<file path="src/rtl/hazard_stall_ctrl_pkg.sv">
// Shared ISA-subset constants, class decoders and hazard-tracking types
// for the stall controller and the operand-forwarding unit.
package hazard_stall_ctrl_pkg;

    localparam logic [5:0] OP_RTYPE = 6'h00;
    localparam logic [5:0] OP_JAL   = 6'h03;
    localparam logic [5:0] OP_BEQ   = 6'h04;
    localparam logic [5:0] OP_BNE   = 6'h05;
    localparam logic [5:0] OP_BLEZ  = 6'h06;
    localparam logic [5:0] OP_BGTZ  = 6'h07;
    localparam logic [5:0] OP_ADDI  = 6'h08;
    localparam logic [5:0] OP_ADDIU = 6'h09;
    localparam logic [5:0] OP_SLTI  = 6'h0a;
    localparam logic [5:0] OP_SLTIU = 6'h0b;
    localparam logic [5:0] OP_ANDI  = 6'h0c;
    localparam logic [5:0] OP_ORI   = 6'h0d;
    localparam logic [5:0] OP_XORI  = 6'h0e;
    localparam logic [5:0] OP_LUI   = 6'h0f;
    localparam logic [5:0] OP_LB    = 6'h20;
    localparam logic [5:0] OP_LH    = 6'h21;
    localparam logic [5:0] OP_LW    = 6'h23;
    localparam logic [5:0] OP_LBU   = 6'h24;
    localparam logic [5:0] OP_LHU   = 6'h25;
    localparam logic [5:0] OP_SB    = 6'h28;
    localparam logic [5:0] OP_SH    = 6'h29;
    localparam logic [5:0] OP_SW    = 6'h2b;

    localparam logic [5:0] FN_JR    = 6'h08;
    localparam logic [5:0] FN_JALR  = 6'h09;
    localparam logic [5:0] FN_MFHI  = 6'h10;
    localparam logic [5:0] FN_MTHI  = 6'h11;
    localparam logic [5:0] FN_MFLO  = 6'h12;
    localparam logic [5:0] FN_MTLO  = 6'h13;
    localparam logic [5:0] FN_MULT  = 6'h18;
    localparam logic [5:0] FN_MULTU = 6'h19;
    localparam logic [5:0] FN_DIV   = 6'h1a;
    localparam logic [5:0] FN_DIVU  = 6'h1b;

    localparam logic [1:0] TUSE_0    = 2'd0;
    localparam logic [1:0] TUSE_1    = 2'd1;
    localparam logic [1:0] TUSE_2    = 2'd2;
    localparam logic [1:0] TUSE_NONE = 2'd3;
    localparam logic [1:0] TNEW_ALU  = 2'd1;
    localparam logic [1:0] TNEW_LOAD = 2'd2;

    typedef enum logic [1:0] {
        MD_NONE = 2'd0,
        MD_MULT = 2'd1,
        MD_DIV  = 2'd2
    } md_kind_t;

    typedef struct packed {
        logic [4:0] dest;
        logic [1:0] tnew;
        md_kind_t   md_kind;
    } entry_t;

    function automatic logic is_special(input logic [5:0] fn);
        return fn inside {FN_JR, FN_JALR, FN_MFHI, FN_MTHI, FN_MFLO, FN_MTLO,
                          FN_MULT, FN_MULTU, FN_DIV, FN_DIVU};
    endfunction

    function automatic logic is_cal_i(input logic [5:0] op);
        return op inside {OP_LUI, OP_ORI, OP_ANDI, OP_XORI, OP_ADDI, OP_ADDIU,
                          OP_SLTI, OP_SLTIU};
    endfunction

    function automatic logic is_load(input logic [5:0] op);
        return op inside {OP_LW, OP_LH, OP_LHU, OP_LB, OP_LBU};
    endfunction

    function automatic logic is_store(input logic [5:0] op);
        return op inside {OP_SW, OP_SH, OP_SB};
    endfunction

    function automatic logic is_branch(input logic [5:0] op);
        return op inside {OP_BEQ, OP_BNE, OP_BGTZ, OP_BLEZ};
    endfunction

endpackage

</file>
<file path="src/rtl/hazard_decode.sv">
// Classifies one instruction into its hazard profile: destination,
// Tnew at E entry, Tuse per source and mult/div involvement.
module hazard_decode
    import hazard_stall_ctrl_pkg::*;
(
    input  logic [31:0] ir,
    output logic [4:0]  dest,
    output logic [1:0]  tnew,
    output logic [1:0]  tuse_rs,
    output logic [1:0]  tuse_rt,
    output md_kind_t    md_kind,
    output logic        is_md_user
);
    logic [5:0] op, fn;
    logic       rtype, cal_r, cal_i, load, store, branch, beq_bne;
    logic       jal, jr, jalr, mult, div, mf, mt;

    assign op      = ir[31:26];
    assign fn      = ir[5:0];
    assign rtype   = (op == OP_RTYPE);
    assign cal_r   = rtype && (ir != 32'd0) && !is_special(fn);
    assign cal_i   = is_cal_i(op);
    assign load    = is_load(op);
    assign store   = is_store(op);
    assign branch  = is_branch(op);
    assign beq_bne = (op == OP_BEQ) || (op == OP_BNE);
    assign jal     = (op == OP_JAL);
    assign jr      = rtype && (fn == FN_JR);
    assign jalr    = rtype && (fn == FN_JALR);
    assign mult    = rtype && (fn inside {FN_MULT, FN_MULTU});
    assign div     = rtype && (fn inside {FN_DIV, FN_DIVU});
    assign mf      = rtype && (fn inside {FN_MFHI, FN_MFLO});
    assign mt      = rtype && (fn inside {FN_MTHI, FN_MTLO});

    always_comb begin
        dest = 5'd0;
        if (jal)                    dest = 5'd31;
        else if (cal_r || jalr || mf) dest = ir[15:11];
        else if (cal_i || load)     dest = ir[20:16];

        tnew = 2'd0;
        if (load)                   tnew = TNEW_LOAD;
        else if (cal_r || cal_i)    tnew = TNEW_ALU;

        tuse_rs = TUSE_NONE;
        if (branch || jr || jalr)   tuse_rs = TUSE_0;
        else if (cal_r || cal_i || load || store || mult || div || mt)
                                    tuse_rs = TUSE_1;

        tuse_rt = TUSE_NONE;
        if (beq_bne)                tuse_rt = TUSE_0;
        else if (cal_r || mult || div) tuse_rt = TUSE_1;
        else if (store)             tuse_rt = TUSE_2;

        md_kind = MD_NONE;
        if (mult)                   md_kind = MD_MULT;
        else if (div)               md_kind = MD_DIV;
    end

    assign is_md_user = mult || div || mf || mt;

endmodule

</file>
<file path="src/rtl/hazard_stall_ctrl.sv">
// Stall controller: shadows E/M/W destination/Tnew, compares against D-stage
// Tuse, and runs the mult/div busy counter that holds back HI/LO users.
module hazard_stall_ctrl
    import hazard_stall_ctrl_pkg::*;
#(
    parameter int MULT_CYCLES = 5,
    parameter int DIV_CYCLES  = 10
) (
    input  logic        clk,
    input  logic        reset,
    input  logic [31:0] IR_D,
    output logic        stall,
    output logic        pc_en,
    output logic        ir_d_en,
    output logic        e_clr,
    output logic        md_busy,
    output logic        md_start
);
    localparam int CNT_MAX = (DIV_CYCLES > MULT_CYCLES) ? DIV_CYCLES : MULT_CYCLES;
    localparam int CNT_W   = $clog2(CNT_MAX + 1);

    entry_t           e_q, m_q, w_q, d_entry;
    logic [CNT_W-1:0] md_cnt;
    logic [1:0]       tuse_rs, tuse_rt;
    logic             is_md_user, stall_rs, stall_rt, md_stall;
    logic [4:0]       rs, rt;

    hazard_decode u_dec (
        .ir         (IR_D),
        .dest       (d_entry.dest),
        .tnew       (d_entry.tnew),
        .tuse_rs    (tuse_rs),
        .tuse_rt    (tuse_rt),
        .md_kind    (d_entry.md_kind),
        .is_md_user (is_md_user)
    );

    function automatic logic hazard(input entry_t en, input logic [4:0] r,
                                    input logic [1:0] tuse);
        return (r != 5'd0) && (en.dest == r) && (tuse < en.tnew);
    endfunction

    function automatic entry_t age(input entry_t en);
        entry_t a;
        a = en;
        if (a.tnew != 2'd0) a.tnew = a.tnew - 2'd1;
        return a;
    endfunction

    assign rs       = IR_D[25:21];
    assign rt       = IR_D[20:16];
    assign stall_rs = hazard(e_q, rs, tuse_rs) || hazard(m_q, rs, tuse_rs);
    assign stall_rt = hazard(e_q, rt, tuse_rt) || hazard(m_q, rt, tuse_rt);
    assign md_busy  = (md_cnt != '0);
    assign md_start = (e_q.md_kind != MD_NONE);
    assign md_stall = is_md_user && (md_busy || md_start);
    assign stall    = stall_rs || stall_rt || md_stall;
    assign pc_en    = !stall;
    assign ir_d_en  = !stall;
    assign e_clr    = stall;

    always_ff @(posedge clk) begin
        if (reset) begin
            e_q    <= '0;
            m_q    <= '0;
            w_q    <= '0;
            md_cnt <= '0;
        end else begin
            e_q <= stall ? '0 : d_entry;
            m_q <= age(e_q);
            w_q <= age(m_q);
            // The counter starts as the md op leaves E, so busy covers the
            // cycles after md_start.
            case (e_q.md_kind)
                MD_MULT: md_cnt <= CNT_W'(MULT_CYCLES);
                MD_DIV:  md_cnt <= CNT_W'(DIV_CYCLES);
                default: if (md_cnt != '0) md_cnt <= md_cnt - 1'b1;
            endcase
        end
    end

    // W is kept for lockstep with the pipeline but its Tnew is always 0.
    logic unused_w;
    assign unused_w = ^w_q;

endmodule
</file>
<file path="config.mk">
export PLATFORM = sky130hd
export DESIGN_NAME = hazard_stall_ctrl
export DESIGN_NICKNAME = d
export VERILOG_FILES = /design/src/rtl/hazard_stall_ctrl_pkg.sv /design/src/rtl/hazard_decode.sv /design/src/rtl/hazard_stall_ctrl.sv
export SDC_FILE = /design/constraint.sdc
export NUM_CORES = 1
export LEC_CHECK = 0
export CAP_MARGIN = 40
export CORE_MARGIN = 1.5
export CORE_UTILIZATION = 59
export CTS_BUF_LIST = sky130_fd_sc_hd__clkbuf_8
export DETAILED_ROUTE_END_ITERATION = 8
export DONT_BUFFER_PORTS = 1
export PLACE_DENSITY = 0.78
export SETUP_SLACK_MARGIN = 0.05
export SLEW_MARGIN = 25
export SYNTH_ARGS = -nofsm -noshare
export SYNTH_HDL_FRONTEND = slang
export SYNTH_SLANG_ARGS = --single-unit
</file>
<file path="constraint.sdc">
create_clock -name clk -period 4.3 [get_ports clk]
set_input_delay 0.86 -clock clk [delete_from_list [all_inputs] [get_ports clk]]
set_output_delay 0.86 -clock clk [all_outputs]
set_load 0.05 [all_outputs]
</file>
== Word-level counts from Yosys, hierarchy flattened ==
Index checks and enable logic that the tools add are counted.

* Output and inout port bits: 6
* Flip-flop bits (word level): 20

* Add/subtract/negate cells: 2
* Reductions and logical operators: 61
* Equality and inequality tests: 37
* Mux-type cells: 15
* Order comparisons: 4

{| class="wikitable"
|+ Operators with widths
! kind !! count
|-
| $eq A6 B4 Y1 const B || 10
|-
| $eq A6 B5 Y1 const B || 8
|-
| $eq A6 B6 Y1 const B || 8
|-
| $reduce_bool A32 Y1 || 1
|-
| $eq A6 B3 Y1 const B || 4
|-
| $logic_or A1 B1 Y1 || 22
|-
| $eq A5 B5 Y1 || 4
|-
| $logic_and A1 B1 Y1 || 17
|-
| $mux W5 || 3
|-
| $reduce_bool A5 Y1 || 3
|-
| $mux W2 || 7
|-
| $reduce_bool A2 Y1 || 6
|-
| $reduce_bool A10 Y1 || 1
|-
| $lt A2 B2 Y1 || 4
|-
| $pmux W4 S2 || 1
|-
| $reduce_bool A4 Y1 || 2
|-
| $reduce_bool A8 Y1 || 1
|-
| $eq A6 B2 Y1 const B || 1
|-
| $logic_not A6 Y1 || 1
|-
| $reduce_bool A3 Y1 || 2
|-
| $reduce_or A3 Y1 || 2
|-
| $mux W4 || 1
|-
| $sub A4 B1 Y4 const B || 1
|-
| $mux W1 || 3
|-
| 5 further kinds || 6
|}

== Logic depth before layout (Yosys ltp) ==
* Depth after elaboration: 18
* Depth in mapped cells: 13
* Mapped depth without buffers: 11

== By module ==
From an unflattened synthesis, not the netlist that was laid out.

* Cell total of the unflattened synthesis: 198
* Area total of the unflattened synthesis: 1720.4 um2

{| class="wikitable"
|+ Modules (own cells, without submodules)
! module !! instances !! area an instance (um2) !! cells each
|-
| hazard_stall_ctrl || 1 || 1198.6 || 118
|-
| hazard_decode || 1 || 521.8 || 80
|}

== Worst setup path after synthesis ==
Ideal clock, no wire load.

* Path type: input port to output port
* Start point: in IR_D[31]
* End point: out pc_en
* Setup slack: -0.527 ns
* Path buffers: 2
* Data arrival time: 3.967 ns
* Cell stages on the path: 13
* Cell sequence: buf_2 -> or3_1 -> and4bb_2 -> nand3_1 -> and2_1 -> o31a_1 -> ha_1 -> inv_1 -> a311oi_1 -> o31a_1 -> nand2_1 -> nor2_1 -> buf_4

* Cells in the longest elaborated chain, start to end: 17

{| class="wikitable"
|+ RTL lines
! item !! line !! RTL
|-
| from (decl) || hazard_stall_ctrl.sv:11 || <nowiki>input logic [31:0] IR_D,</nowiki>
|-
| $reduce_bool A32 Y1 or $logic_not A6 Y1 (tied branches) || hazard_decode.sv:21, hazard_decode.sv:20 ||
|-
| $logic_and A1 B1 Y1 (2 in series) || hazard_decode.sv:21 || <nowiki>assign cal_r = rtype && (ir != 32'd0) && !is_special(fn);</nowiki>
|-
| $logic_or A1 B1 Y1 (6 in series) || hazard_decode.sv:47 || <nowiki>else if (cal_r || cal_i || load || store || mult || div || mt)</nowiki>
|-
| $mux W2 || hazard_decode.sv:47 ||
|-
| $mux W2 || hazard_decode.sv:46 || <nowiki>if (branch || jr || jalr) tuse_rs = TUSE_0;</nowiki>
|-
| $lt A2 B2 Y1 || hazard_stall_ctrl.sv:40 || <nowiki>return (r != 5'd0) && (en.dest == r) && (tuse < en.tnew);</nowiki>
|-
| $logic_and A1 B1 Y1 || hazard_stall_ctrl.sv:40 ||
|-
| $logic_or A1 B1 Y1 || hazard_stall_ctrl.sv:52 || <nowiki>assign stall_rs = hazard(e_q, rs, tuse_rs) || hazard(m_q, rs, tuse_rs);</nowiki>
|-
| $logic_or A1 B1 Y1 || hazard_stall_ctrl.sv:57 || <nowiki>assign stall = stall_rs || stall_rt || md_stall;</nowiki>
|-
| $logic_or A1 B1 Y1 (*) || hazard_stall_ctrl.sv:57 ||
|-
| $logic_not A1 Y1 (*) || - ||
|-
| to (decl) || hazard_stall_ctrl.sv:13 || <nowiki>output logic pc_en,</nowiki>
|}

Mark *: on every way between the ends. The rest lies on a longest branch, timed or not.

== Worst setup path in the final report ==
* Start point: in IR_D[31]
* End point: out e_clr

* Cells in the longest elaborated chain, start to end: 16

{| class="wikitable"
|+ RTL lines
! item !! line !! RTL
|-
| $reduce_bool A32 Y1 or $logic_not A6 Y1 (tied branches) || hazard_decode.sv:21, hazard_decode.sv:20 ||
|-
| $logic_and A1 B1 Y1 (2 in series) || hazard_decode.sv:21 ||
|-
| $logic_or A1 B1 Y1 (6 in series) || hazard_decode.sv:47 ||
|-
| $mux W2 || hazard_decode.sv:47 ||
|-
| $mux W2 || hazard_decode.sv:46 ||
|-
| $lt A2 B2 Y1 || hazard_stall_ctrl.sv:40 ||
|-
| $logic_and A1 B1 Y1 || hazard_stall_ctrl.sv:40 ||
|-
| $logic_or A1 B1 Y1 || hazard_stall_ctrl.sv:52 ||
|-
| $logic_or A1 B1 Y1 || hazard_stall_ctrl.sv:57 ||
|-
| $logic_or A1 B1 Y1 (*) || hazard_stall_ctrl.sv:57 ||
|-
| to (decl) || hazard_stall_ctrl.sv:15 || <nowiki>output logic e_clr,</nowiki>
|}

Marks and branches as above.

==> flow_metrics.env <==
export IMPL_rsz0062_at_grt="false"
export IMPL_cts_tree="done"
export IMPL_critPathMaxFanout=9
export IMPL_finalWorstSetupSlack_ns=0.1829
export IMPL_dp_slack_ns=0.1397
export IMPL_routed_via_density=6.318
export IMPL_htree_levels=1
export IMPL_wl_um=3628
export IMPL_ioPinCount=40
export IMPL_switching_share=0.3139
export IMPL_synth_flop_cell="dfxtp_1"
export IMPL_syn_area_mm2=0.001479
export IMPL_overflow=0
export IMPL_synth_warnings=0
export IMPL_dieArea_mm2=0.002816
export IMPL_synth_nets=231
export IMPL_drtPass1Iterations=4
export IMPL_cp_cell_sequence="or3_4 > and4bb_4 > nand3_2 > and2_4 > o31a_1 > ha_1 > nor4_1 > nand2_1 > o31a_1 > nand2_2 > or2_4"
export IMPL_cp_slowest_stage_delay_ns=0.38
export IMPL_grt_pass1_wl_um=6141
export IMPL_cp_required_ns=3.44
export IMPL_diodes=0
export IMPL_power_density_mw_per_mm2=348.1
export IMPL_port_buffers=0
export IMPL_syn_to_final_growth_pct=10.58
export IMPL_ys_async_sr_fraction=0
export IMPL_power_share_combinational=0.286
export IMPL_synth_cells=190
export IMPL_path_common_cell="o31a_1"
export IMPL_internal_power_mw=0.3906
export IMPL_ys_seq_area_frac=0.2707
export IMPL_ant_nets=0
export IMPL_drc=0
export IMPL_pwr_share_clk=0.331
export IMPL_slowest_stage="or3_4"
export IMPL_finalHoldViolations=0
export IMPL_drive_above_1_share=0.09375
export IMPL_leakage_nw=0.6419
export IMPL_cts_root_buf="clkbuf_8"
export IMPL_grt_max_degree=13
export IMPL_core_mm2=0.002297
export IMPL_place_hpwl_um=2912
export IMPL_wire_per_inst_um=16.49
export IMPL_peakVddDrop_uv=335.1
export IMPL_row_count=17
export IMPL_synth_seq_cells=20
export IMPL_tns_ns=0
export IMPL_crit_path_start_kind="input port"
export IMPL_slew_viol_final=0
export IMPL_clk_pin_slew_ns=0.07
export IMPL_insertion_delay_ns=0.26
export IMPL_fmax_ghz=0.2429
export IMPL_avgSynthCellArea_um2=7.784
export IMPL_grt_pass1_vias=1376
export IMPL_status="finished clean"
export IMPL_drt_iter0_drc=60
export IMPL_worst_slew_pin_transition_ns=0.6075
export IMPL_period_share=0.9575
export IMPL_worstPathArrival_ns=3.26
export IMPL_clock_path_buffers=2
export IMPL_numCtsBuffers=3
export IMPL_setup_viol=0
export IMPL_switchingPower_mw=0.1787
export IMPL_vias=1390
export IMPL_finalNetCount=234
export IMPL_slew_headroom=0.5919
export IMPL_cap_violations=0
export IMPL_cts_sinks=20
export IMPL_seqPwrFrac=0.382
export IMPL_ys_types=39
export IMPL_min_period_ns=4.117
export IMPL_hold_class="flip-flop to flip-flop"
export IMPL_critPathCaptureType="output pin"
export IMPL_worstSetupPathType="input port to output pin"
export IMPL_start_util=0.6438
export IMPL_place_congestion=0.8579
export IMPL_holdBufCountCts=0
export IMPL_die_w_um=53.07
export IMPL_clock_skew_final_ns=0.003329
export IMPL_fp_dieH_um=53.07
export IMPL_synth_edf_count=0
export IMPL_grtUsageTotal=0.2982
export IMPL_antenna_found_initial=0
==> registers in the layout, indices dropped and copies added (netlist names) <==
signal and flops:
e_q 9, m_q 7, md_cnt 4
==> power groups by stage <==
stage               logic, mW  registers [mW]  clock network (mW)
CTS                     0.162           0.217               0.191
finish                  0.163           0.218               0.189
global route            0.192           0.220               0.198
global placement        0.156           0.220                   0
floorplan               0.140           0.217                   0
detailed placement      0.159           0.221                   0
==> cell type report <==
| cell class | instances | area (um2) |
|---|---|---|
| clock buffers | 3 | 41.29 |
| clock inverters | 1 | 30.03 |
| fillers | 191 | 661.9 |
| inverters | 17 | 63.81 |
| multi-input cells | 148 | 1030 |
| flip-flops and latches | 20 | 400.4 |
| well taps | 28 | 35.03 |
| repair buffers | 3 | 35.03 |
==> per-layer routing <==
metal	global-route usage	vias to the layer above	wire length [um]
met3	0.06780	5	243
met4	0.08120	0	48
met5	0	-	0
met1	0.3518	664	1517
met2	0.5354	45	1818
li1	-	676	-
==> cells in the final DEF, fill, tap and decap left out, drive strengths merged, types with 2 or more instances in the layout <==
cell type	instances
a21o	3
clkbuf	3
or3	2
inv	17
nor4	10
nand2b	4
ha	7
nand2	13
nor2	13
xnor2	7
a31oi	4
xor2	15
nand4	5
o211a	2
nor4b	3
o21ai	7
nor3	15
a21oi	7
o31a	2
buf	3
nor3b	2
dfxtp	20
and2	2
nand3	3
nor2b	9
==> worst max-delay path: cells and delay by family <==
family | cells | cell delay, ns
adder cells (fa/ha/maj) | 1 | 0.20
AND/OR/NAND/NOR | 8 | 1.73
AO/OA/AOI/OAI | 2 | 0.45
==> per-stage QoR <==
step | total power, mW | cell area, um2 | hold WS, ns | utilization | std cells
floorplan | 0.3564 | 1515 | 0.4429 | - | 190
global placement | 0.3753 | 1539 | 0.4807 | 0.6699 | 215
detailed placement | 0.3804 | 1539 | 0.4854 | 0.6699 | 215
CTS | 0.5702 | 1610 | 0.4959 | 0.7010 | 219
global route | 0.6100 | 1635 | 0.5200 | 0.7119 | 220
finish | 0.5693 | 1635 | 0.5070 | 0.7119 | 220
==> what timing repair did <==
action,CTS,global route
gates resized for setup,0,3
endpoints found under the setup margin,0,4
buffers inserted,0,1
==> cell families after synthesis <==
group / count (synthesis) / synth area share
xor gates and xnor gates: 22 / 0.1303
DFF: 20 / 0.2707
buffers and inverters: 22 / 0.06175
AOI/OAI and AO/OA: 34 / 0.1641
adders and majority gates: 7 / 0.05922
and+or+nand+nor: 85 / 0.3139
==> synthesized netlist by cell type, types with 2 or more instances <==
| cell type | instances | area, um2 |
|---|---|---|
| nand4_1 | 5 | 31.28 |
| dfxtp_1 | 20 | 400.4 |
| nor2b_1 | 9 | 56.30 |
| xor2_1 | 15 | 131.4 |
| nor4b_1 | 3 | 26.28 |
| o31a_1 | 2 | 17.52 |
| clkbuf_1 | 2 | 7.510 |
| ha_1 | 7 | 87.58 |
| nor4_1 | 10 | 62.56 |
| nor2_1 | 13 | 48.80 |
| inv_1 | 17 | 63.81 |
| a21o_1 | 3 | 22.52 |
| xnor2_1 | 7 | 61.31 |
| or3_1 | 2 | 12.51 |
| buf_4 | 2 | 15.01 |
| a31oi_1 | 4 | 25.02 |
| nor3b_1 | 2 | 15.01 |
| o211a_1 | 2 | 20.02 |
| nand2b_1 | 4 | 25.02 |
| nand3_1 | 3 | 15.01 |
| nor3_1 | 15 | 75.07 |
| a21oi_1 | 7 | 35.03 |
| and2_1 | 2 | 12.51 |
| o21ai_0 | 7 | 35.03 |
| nand2_1 | 13 | 48.80 |
==> worst paths after layout <==
check / startpoint / end / depth (start not counted) / slack, ns
worst min-delay path: e_q[2]$_SDFF_PP0_ / m_q[2]$_SDFF_PP0_ / 1 / 0.51
worst max-delay path: IR_D[31] / e_clr / 11 / 0.18
worst min register to register: e_q[2]$_SDFF_PP0_ / m_q[2]$_SDFF_PP0_ / 1 / 0.51
worst max register to register: md_cnt[0]$_SDFFE_PP0P_ / e_q[3]$_SDFF_PP0_ / 7 / 2.05
No activity file was read; power rests on OpenSTA's default activity.
